==> config.mk <==
export PLATFORM = sky130hd
export DESIGN_NAME = dispatch_1to8_flat
export DESIGN_NICKNAME = d
export VERILOG_FILES = /design/src/rtl/dispatch_1to8_if.sv /design/src/rtl/dispatch_1to8.sv /design/src/flat_wrapper.sv
export SDC_FILE = /design/constraint.sdc
export NUM_CORES = 1
export LEC_CHECK = 0
export CAP_MARGIN = 30
export CORE_ASPECT_RATIO = 0.7
export CORE_MARGIN = 5
export CORE_UTILIZATION = 42
export DETAILED_ROUTE_END_ITERATION = 10
export HOLD_SLACK_MARGIN = 0.05
export PLACE_DENSITY = 0.72
export SLEW_MARGIN = 20
export SYNTH_ARGS = -nofsm -noshare
export SYNTH_HDL_FRONTEND = slang
export SYNTH_SLANG_ARGS = --single-unit
==> constraint.sdc <==
create_clock -name clock -period 13.2 [get_ports clock]
set_clock_uncertainty 0.2 [all_clocks]
set_input_delay 3.96 -clock clock [delete_from_list [all_inputs] [get_ports clock]]
set_output_delay 3.96 -clock clock [all_outputs]
set_load 0.005 [all_outputs]
==> src/rtl/dispatch_1to8_if.sv <==
// dispatch_1to8_if
// ----------------
// Bundles the producer-side and consumer-side handshakes of the eight-way
// word dispatcher.
//   Producer side : in_valid, in_ready, in_data[31:0], in_sel[2:0], in_bcast
//   Consumer side : out_valid[7:0], out_ready[7:0], out_data0..out_data7[31:0]
//   Status        : accept_count[31:0]
// Modports:
//   slave  - the dispatcher itself
//   master - the environment (producer plus the eight consumers)
interface dispatch_1to8_if;
  logic        in_valid;
  logic        in_ready;
  logic [31:0] in_data;
  logic [2:0]  in_sel;
  logic        in_bcast;
  logic [7:0]  out_valid;
  logic [7:0]  out_ready;
  logic [31:0] out_data0;
  logic [31:0] out_data1;
  logic [31:0] out_data2;
  logic [31:0] out_data3;
  logic [31:0] out_data4;
  logic [31:0] out_data5;
  logic [31:0] out_data6;
  logic [31:0] out_data7;
  logic [31:0] accept_count;

  modport slave (
    input  in_valid, in_data, in_sel, in_bcast, out_ready,
    output in_ready, out_valid,
    output out_data0, out_data1, out_data2, out_data3,
    output out_data4, out_data5, out_data6, out_data7,
    output accept_count
  );

  modport master (
    output in_valid, in_data, in_sel, in_bcast, out_ready,
    input  in_ready, out_valid,
    input  out_data0, out_data1, out_data2, out_data3,
    input  out_data4, out_data5, out_data6, out_data7,
    input  accept_count
  );
endinterface

==> src/rtl/dispatch_1to8.sv <==
// dispatch_1to8
// -------------
// Eight-way dispatcher for 32-bit words. One word per cycle is accepted over
// a valid/ready handshake and written either to the channel named by in_sel
// or, with in_bcast, to all eight channels. Each channel is a single-entry
// buffer that drains through its own valid/ready handshake; a channel can be
// drained and refilled on the same edge.
// Ports:
//   clock - rising-edge system clock
//   reset - asynchronous, active-high; clears buffers, full bits and count
//   bus   - dispatch_1to8_if.slave (producer handshake, eight consumer
//           handshakes, out_data0..7, accept_count)
module dispatch_1to8 (
  input  logic           clock,
  input  logic           reset,
  dispatch_1to8_if.slave bus
);

  logic [7:0]  full_q;
  logic [31:0] buf_q [8];
  logic [31:0] count_q;

  logic [7:0]  can_take;
  logic [7:0]  drain;
  logic [7:0]  fill;
  logic        accept;

  // A channel can take a word if it is empty or being drained this cycle.
  assign can_take = ~full_q | bus.out_ready;

  // Broadcast waits for every channel so a word is never half-delivered.
  // in_ready is deliberately independent of in_valid.
  assign bus.in_ready = bus.in_bcast ? (&can_take) : can_take[bus.in_sel];
  assign accept       = bus.in_valid & bus.in_ready;
  assign drain        = full_q & bus.out_ready;

  always_comb begin
    // NOTE: default first so every path assigns fill and no latch is inferred.
    fill = 8'h00;
    if (accept) begin
      fill = bus.in_bcast ? 8'hFF : (8'b0000_0001 << bus.in_sel);
    end
  end

  // NOTE: sequential state uses non-blocking assignments so every register
  // samples pre-edge values regardless of statement order.
  always_ff @(posedge clock or posedge reset) begin
    if (reset) begin
      full_q  <= 8'h00;
      count_q <= 32'h0;
      // NOTE: the buffers are reset too because out_data must read zero
      // while reset is asserted; this keeps them out of RAM macros.
      for (int k = 0; k < 8; k++) begin
        buf_q[k] <= 32'h0;
      end
    end else begin
      // A fill on the same edge as a drain wins, keeping the channel full.
      full_q  <= (full_q & ~drain) | fill;
      count_q <= count_q + {31'b0, accept};
      for (int k = 0; k < 8; k++) begin
        if (fill[k]) begin
          buf_q[k] <= bus.in_data;
        end
      end
    end
  end

  assign bus.out_valid    = full_q;
  assign bus.accept_count = count_q;
  assign bus.out_data0    = buf_q[0];
  assign bus.out_data1    = buf_q[1];
  assign bus.out_data2    = buf_q[2];
  assign bus.out_data3    = buf_q[3];
  assign bus.out_data4    = buf_q[4];
  assign bus.out_data5    = buf_q[5];
  assign bus.out_data6    = buf_q[6];
  assign bus.out_data7    = buf_q[7];

endmodule

==> src/flat_wrapper.sv <==
// flat-port wrapper written by rule: the top's interface ports become plain ports
module dispatch_1to8_flat 
  (clock, reset, bus_in_valid, bus_in_data, bus_in_sel, bus_in_bcast, bus_out_ready, bus_in_ready, bus_out_valid, bus_out_data0, bus_out_data1, bus_out_data2, bus_out_data3, bus_out_data4, bus_out_data5, bus_out_data6, bus_out_data7, bus_accept_count);
  dispatch_1to8_if bus_i ();
  input  logic clock;
  input  logic reset;
  input wire logic [$bits(bus_i.in_valid)-1:0] bus_in_valid;
  input wire logic [$bits(bus_i.in_data)-1:0] bus_in_data;
  input wire logic [$bits(bus_i.in_sel)-1:0] bus_in_sel;
  input wire logic [$bits(bus_i.in_bcast)-1:0] bus_in_bcast;
  input wire logic [$bits(bus_i.out_ready)-1:0] bus_out_ready;
  output wire logic [$bits(bus_i.in_ready)-1:0] bus_in_ready;
  output wire logic [$bits(bus_i.out_valid)-1:0] bus_out_valid;
  output wire logic [$bits(bus_i.out_data0)-1:0] bus_out_data0;
  output wire logic [$bits(bus_i.out_data1)-1:0] bus_out_data1;
  output wire logic [$bits(bus_i.out_data2)-1:0] bus_out_data2;
  output wire logic [$bits(bus_i.out_data3)-1:0] bus_out_data3;
  output wire logic [$bits(bus_i.out_data4)-1:0] bus_out_data4;
  output wire logic [$bits(bus_i.out_data5)-1:0] bus_out_data5;
  output wire logic [$bits(bus_i.out_data6)-1:0] bus_out_data6;
  output wire logic [$bits(bus_i.out_data7)-1:0] bus_out_data7;
  output wire logic [$bits(bus_i.accept_count)-1:0] bus_accept_count;
  assign bus_i.in_valid = bus_in_valid;
  assign bus_i.in_data = bus_in_data;
  assign bus_i.in_sel = bus_in_sel;
  assign bus_i.in_bcast = bus_in_bcast;
  assign bus_i.out_ready = bus_out_ready;
  assign bus_in_ready = bus_i.in_ready;
  assign bus_out_valid = bus_i.out_valid;
  assign bus_out_data0 = bus_i.out_data0;
  assign bus_out_data1 = bus_i.out_data1;
  assign bus_out_data2 = bus_i.out_data2;
  assign bus_out_data3 = bus_i.out_data3;
  assign bus_out_data4 = bus_i.out_data4;
  assign bus_out_data5 = bus_i.out_data5;
  assign bus_out_data6 = bus_i.out_data6;
  assign bus_out_data7 = bus_i.out_data7;
  assign bus_accept_count = bus_i.accept_count;
  dispatch_1to8 u_core (.clock(clock), .reset(reset), .bus(bus_i));
endmodule
==> metrics.txt, run 1 <==
wire per inst=21.9 um; RSZ-0062 raised after global routing=false; Period Utilization, post-route=78.7%; starting density of the core=roughly 42%; critical path, cell by cell=clkdlybuf4s50_1, and2b_4, a211o_1, o32a_2, a21oi_1, clkdlybuf4s50_1; vias in the first global route=7961; crit path launch type=input port; synth unique cells=42; io pins=around 340; area of the multi-input gates=4370 um^2; outcome=finished clean; worst path arrival time=6.22 ns; GP Congestion=around 0.84; GR Overflow Total=0; Slew HR=43.6%; Rows=52; DRT Wirelength=32600 um; fraction of layout cells with a size suffix above 1=30.1%; CTS sink count=296; Max Cap Violations=0; fin area=16800 um^2; CP required=9.04 ns; critical path class=input port to primary output; H-tree levels=1; crit-path max cell delay=0.67 ns; Setup TNS=0 ns; Yosys reg bits=296; area delta synth->final=39.0%; worst-margin pin slew=0.847 ns; ANT cells=0; first-pass detailed-route iteration total=4; largest net degree at the start of global routing=104; WHS=0.277 ns; I/O Buffers=343; total track usage=19.8%; core area=approximately 29000 um^2; # hold bufs at CTS=0; Max clock buf depth=3; initial antenna violation count=0; first-pass GRT wire length=50300 um; final count of negative-setup-slack endpoints=0; register area share after synthesis=between 60% and 70%; CTS buffer count=30; via count=7400; Setup Fix Bufs, Post-CTS=0; Post-Synthesis Cells=730; post-synthesis net count=779; max-slew violation count=0; clk_lat worst skew=0.56 ns; post-route ant nets=0; total die area=32300 um^2; fillers=2294; Clock Tree Root=clkbuf_16; clock slew at reported path FFs=approximately 0.06 ns; post_cts resized=0; number of synthesis warnings=0; Critical Path Fanout Max=11; DRT iter0 DRCs=408; die height=152 um; pwr/cell area=approximately 200 nW/um^2; cell repeated most along the worst path=clkdlybuf4s50_1; Fmax=96.3 MHz; CP Buf/Inv Count=2; dpl hpwl=21900 um; maximum VDD drop=0.154 mV; nets@finish=between 1k and 1.5k; cell family with most CP delay=buffers and inverters; Fin. Hold Viols=0; mapped cell area=approximately 12000 um^2; placed standard-cell area=15800 um^2; Post-Syn Area per Cell=16.5 um^2; Register Area=roughly 7400 um^2; Hold Crit Class=register to register; Via density=4.98; CP max stage cell=clkdlybuf4s50_1; Static Leakage=7.28 nW; Die X=213 um; CTS tree=built; Critical Path End Type=primary output; Period minus WS final=10.38 ns; drt drc=0
[synthesized netlist by cell type (all sizes together)]
master | count | share of area (%)
and3 | 4 | 0.21
nor2b | 8 | 0.41
a211o | 2 | 0.15
nand4 | 7 | 0.36
nor4b | 1 | 0.073
nor4 | 1 | 0.052
inv | 6 | 0.19
or3 | 1 | 0.052
xor2 | 10 | 0.72
o22ai | 2 | 0.10
nand3 | 12 | 0.50
o32a | 1 | 0.093
nand2b | 4 | 0.21
or4 | 3 | 0.22
a31oi | 5 | 0.76
nand2 | 17 | 0.53
and2 | 2 | 0.10
xnor2 | 20 | 1.5
nor4bb | 1 | 0.083
and4b | 1 | 0.083
a21oi | 4 | 0.17
or2 | 4 | 0.21
and2b | 1 | 0.083
o21ai | 3 | 0.12
and4bb | 1 | 0.10
buf | 16 | 2.3
dfrtp | 296 | 61
clkbuf | 16 | 0.50
ha | 2 | 0.21
nor3b | 1 | 0.062
nor3 | 4 | 0.17
nor2 | 8 | 0.25
a2111oi | 1 | 0.083
mux2 | 256 | 27
and4 | 9 | 0.65
[cells by family after synthesis]
group / count (synthesis) / share of synthesized area, %
and+or+nand+nor: 90 / 4.40
adders and majority gates: 2 / 0.207
DFF: 296 / 61.3
xor gates and xnor gates: 30 / 2.18
muxes: 256 / 27.5
AOI/OAI and AO/OA: 18 / 1.47
buffers and inverters: 38 / 2.96
[final cells by class]
type,instances,share of cell area (%)
multi-input cells,396,26.0
flip-flops and latches,296,44.1
clock inverters,9,0.514
well taps,378,2.82
clock buffers,46,5.42
repair buffers,355,21.0
inverters,6,0.179
[path summary, 6_finish.rpt]
kind,slack (ns),startpoint,depth (start not counted),end
hold reg to reg,0.28,u_core.bus.accept_count[31],1,u_core.bus.accept_count[31]
max in group asynchronous,6.89,reset,4,u_core.bus.out_data6[30]
setup reg to reg,9.48,u_core.bus.out_valid[5],6,u_core.bus.out_data0[29]
setup / recovery,2.82,bus_in_sel[0],6,bus_in_ready
min in group asynchronous,3.75,reset,2,u_core.bus.accept_count[30]
hold / removal,0.28,u_core.bus.accept_count[31],1,u_core.bus.accept_count[31]
[per-layer routing]
| metal | vias up | track usage (%) | part of all wire [%] |
|---|---|---|---|
| met4 | 0 | 3.41 | 1.6 |
| met5 | - | 0 | 0 |
| met1 | 3810 | 27.0 | 44 |
| met3 | 39 | 8.55 | 9.9 |
| li1 | 3298 | - | - |
| met2 | 253 | 30.1 | 44 |
[cells in the final DEF, fill, tap and decap left out, drive strengths merged, types with 2 or more instances in the layout]
cell,synthesis,final
clkbuf,16,46
and3,4,4
clkinv,0,6
nor3,4,4
dfrtp,296,296
xnor2,20,20
o21ai,3,3
inv,6,6
nand2b,4,4
a21oi,4,4
or2,4,4
nand4,7,7
ha,2,2
and2,2,2
mux2,256,256
xor2,10,10
and4,9,9
clkinvlp,0,2
nor2b,8,8
a31oi,5,5
a211o,2,2
clkdlybuf4s50,0,343
nor2,8,8
nand2,17,17
buf,16,12
or4,3,3
nand3,12,12
o22ai,2,2
[power by group]
part / leakage, nW / switching (mW) / internal, mW
clock network: 0.490 / 0.351 / 0.493
registers: 3.56 / 0.176 / 1.21
logic: 3.24 / 0.378 / 0.828
[state kept, by name (all words and copies together), names as in the netlist]
name                     cells
u_core.bus.out_data1        32
u_core.bus.out_data7        32
u_core.bus.out_data0        32
u_core.bus.out_data6        32
u_core.bus.out_data4        32
u_core.bus.out_data5        32
u_core.bus.out_data3        32
u_core.bus.accept_count     32
u_core.bus.out_valid         8
u_core.bus.out_data2        32
[through the flow]
step / worst slack (ns) / std cells / power (mW) / util, %
after global routing: 2.74 / 1486 / 3.62 / 58.7
after detailed placement: 2.82 / 1431 / 2.62 / 55.2
final: 2.82 / 1486 / 3.44 / 58.7
after floorplan: 0.864 / 730 / 1.83 / -
after CTS: 2.82 / 1486 / 3.48 / 58.7
after global placement: 2.86 / 1430 / 2.59 / 55.2
Note: power is estimated with default switching activity, not from simulation.
==> run 2, diff against run 1 <==
Settings changed: PLACE_DENSITY 0.72 to 0.75.
Clock period 13.2 ns to 8.5 ns, I/O delays scaled along.
==> metrics.txt, run 2 (synthesized netlist as in run 1, its figures left out) <==
Sequential Power Share=40.1% (-0.3 points); placed standard-cell area=15800 um^2 (+0.31%); flop-to-flop setup slack=4.66 ns (-4.82 ns); Net Sw Power=1.40 mW (+55%); Setup Fix Bufs, Post-CTS=0 (unchanged); maximum VDD drop=0.208 mV (+35%); die height=152 um (unchanged); Period minus WS final=7.63 ns; DRT Wirelength=32600 um (+0.24%); fraction of layout cells with a size suffix above 1=30.4% (+0.39 points); Fin. Hold Viols=0 (unchanged); Clock Tree Root=clkbuf_16; CTS tree=built; largest net degree at the start of global routing=159 (+53%); via count=7416 (+0.22%); io pins=344 (unchanged); Via density=4.99 (+0.28%); dpl hpwl=21900 um (+0.14%); DRT iter0 DRCs=278 (-32%); Max Cap Violations=0 (unchanged); GP Congestion=0.849 (+0.44%); starting density of the core=42.2% (unchanged); I/O Buffers=343 (unchanged); Die X=213 um (unchanged); worst path arrival time=4.88 ns (-1.34 ns); worst-margin pin slew=0.939 ns (+0.0921 ns); ANT cells=0 (unchanged); area of the multi-input gates=4370 um^2 (unchanged); CTS buffer count=29 (-3.3%); nets@finish=1134 (unchanged); Hold Crit Class=register to register; Int Power=3.98 mW (+57%); fillers=2226 (-3.0%); fin area=16900 um^2 (+0.45%); pwr/cell area=319 nW/um^2 (+56%); Static Leakage=7.31 nW (+0.40%); Register Area=7410 um^2 (unchanged); placed insts=1432 (+0.070%); most frequent cells in the layout=clkdlybuf4s50_1 (343), dfrtp_1 (296), mux2_2 (140); Critical Path End Type=primary output; first-pass detailed-route iteration total=4 (unchanged); Slew HR=37.4% (-6.1 points); sw frac=26.1% (-0.25 points); first-pass GRT wire length=50600 um (+0.58%); Critical Path Fanout Max=11 (unchanged); crit path launch type=input port; CTS sink count=296 (unchanged); Worst R2R Path Depth=6 (unchanged); clock slew at reported path FFs=0.06 ns (about the same); clock power share=25.2% (+0.6 points); Period Utilization, post-route=89.8%; H-tree levels=1 (unchanged); total track usage=19.9% (+0.15 points); post-route ant nets=0 (unchanged); power share of the combinational group=34.7% (-0.4 points); post_cts resized=0 (unchanged); Worst Hold Path Cells=1 (unchanged); CP required=5.75 ns (-3.29 ns); commonest non-fill, non-tap cell in the layout=clkdlybuf4s50_1; RSZ-0062 raised after global routing=false; total die area=32300 um^2 (unchanged); initial antenna violation count=0 (unchanged); Setup TNS=0 ns (unchanged); Rows=52 (unchanged); vias in the first global route=8150 (+2.4%); core area=28600 um^2 (unchanged); drt drc=0 (unchanged); final count of negative-setup-slack endpoints=0 (unchanged); Core Util, Final=58.9% (+0.27 points); final std cells w/o fill=1485 (-0.067%); Max clock buf depth=3 (unchanged); GR Overflow Total=0 (unchanged); wire per inst=22.0 um (+0.30%); critical path class=input port to primary output; Fmax=between 100 and 150 MHz; area delta synth->final=39.6%; max-slew violation count=0 (unchanged); clk_lat worst skew=0.55 ns (about the same); # hold bufs at CTS=0 (unchanged); outcome=finished clean
run 2: changes by cell type in the layout (fill, tap and decap cells not counted), sizes merged:
cell / change
inv: +2
clkbuf: -9
clkinvlp: +2
buf: +1
bufinv: +3
run 2: layout make-up:
type	instances	area share, %
Inverter	6	0.156
Tap cell	378	2.80
Timing Repair Buffer	356	21.2
Clock buffer	37	4.90
Multi-Input combinational cell	396	25.9
Sequential cell	296	43.9
Clock inverter	16	1.18
run 2: final timing paths:
check,start,end
setup / recovery,bus_in_sel[0],bus_in_ready
hold / removal,u_core.bus.accept_count[31],u_core.bus.accept_count[31]
setup reg to reg,u_core.bus.out_valid[5],u_core.bus.out_data3[29]
hold reg to reg,u_core.bus.accept_count[31],u_core.bus.accept_count[31]
max in group asynchronous,reset,u_core.bus.out_data7[6]
min in group asynchronous,reset,u_core.bus.out_data1[26]
run 2: power groups by stage:
stage	Combinational (mW)	Clock [mW]	Sequential [mW]
6_report	1.87	1.36	2.16
4_1_cts	1.90	1.39	2.16
5_1_grt	1.99	1.46	2.22
3_5_place_dp	1.89	0	2.17
2_1_floorplan	0.659	0	2.18
3_3_place_gp	1.87	0	2.15
run 2: worst max-delay path, cell delays in order:
cell and delay [ns]:
clkdlybuf4s50_1 0.68, and2b_4 0.26, a211o_1 0.31, o32a_2 0.37, a21oi_1 0.18, clkdlybuf4s50_1 0.52
run 2: through the flow:
step	power, mW	setup WS, ns	hold slack (ns)
floorplan	2.84	1.82	0.265
global placement	4.02	0.986	0.258
detailed placement	4.06	0.883	0.274
CTS	5.46	0.884	0.285
global route	5.67	0.801	0.311
finish	5.39	0.871	0.282
run 2: layer usage:
metal,vias to the layer above,GRT usage (%),wire [um]
li1,3307,-,-
met1,3797,27.0,14100
met2,269,30.7,14600
met3,43,8.20,3360
met4,0,3.78,622
met5,-,0,0
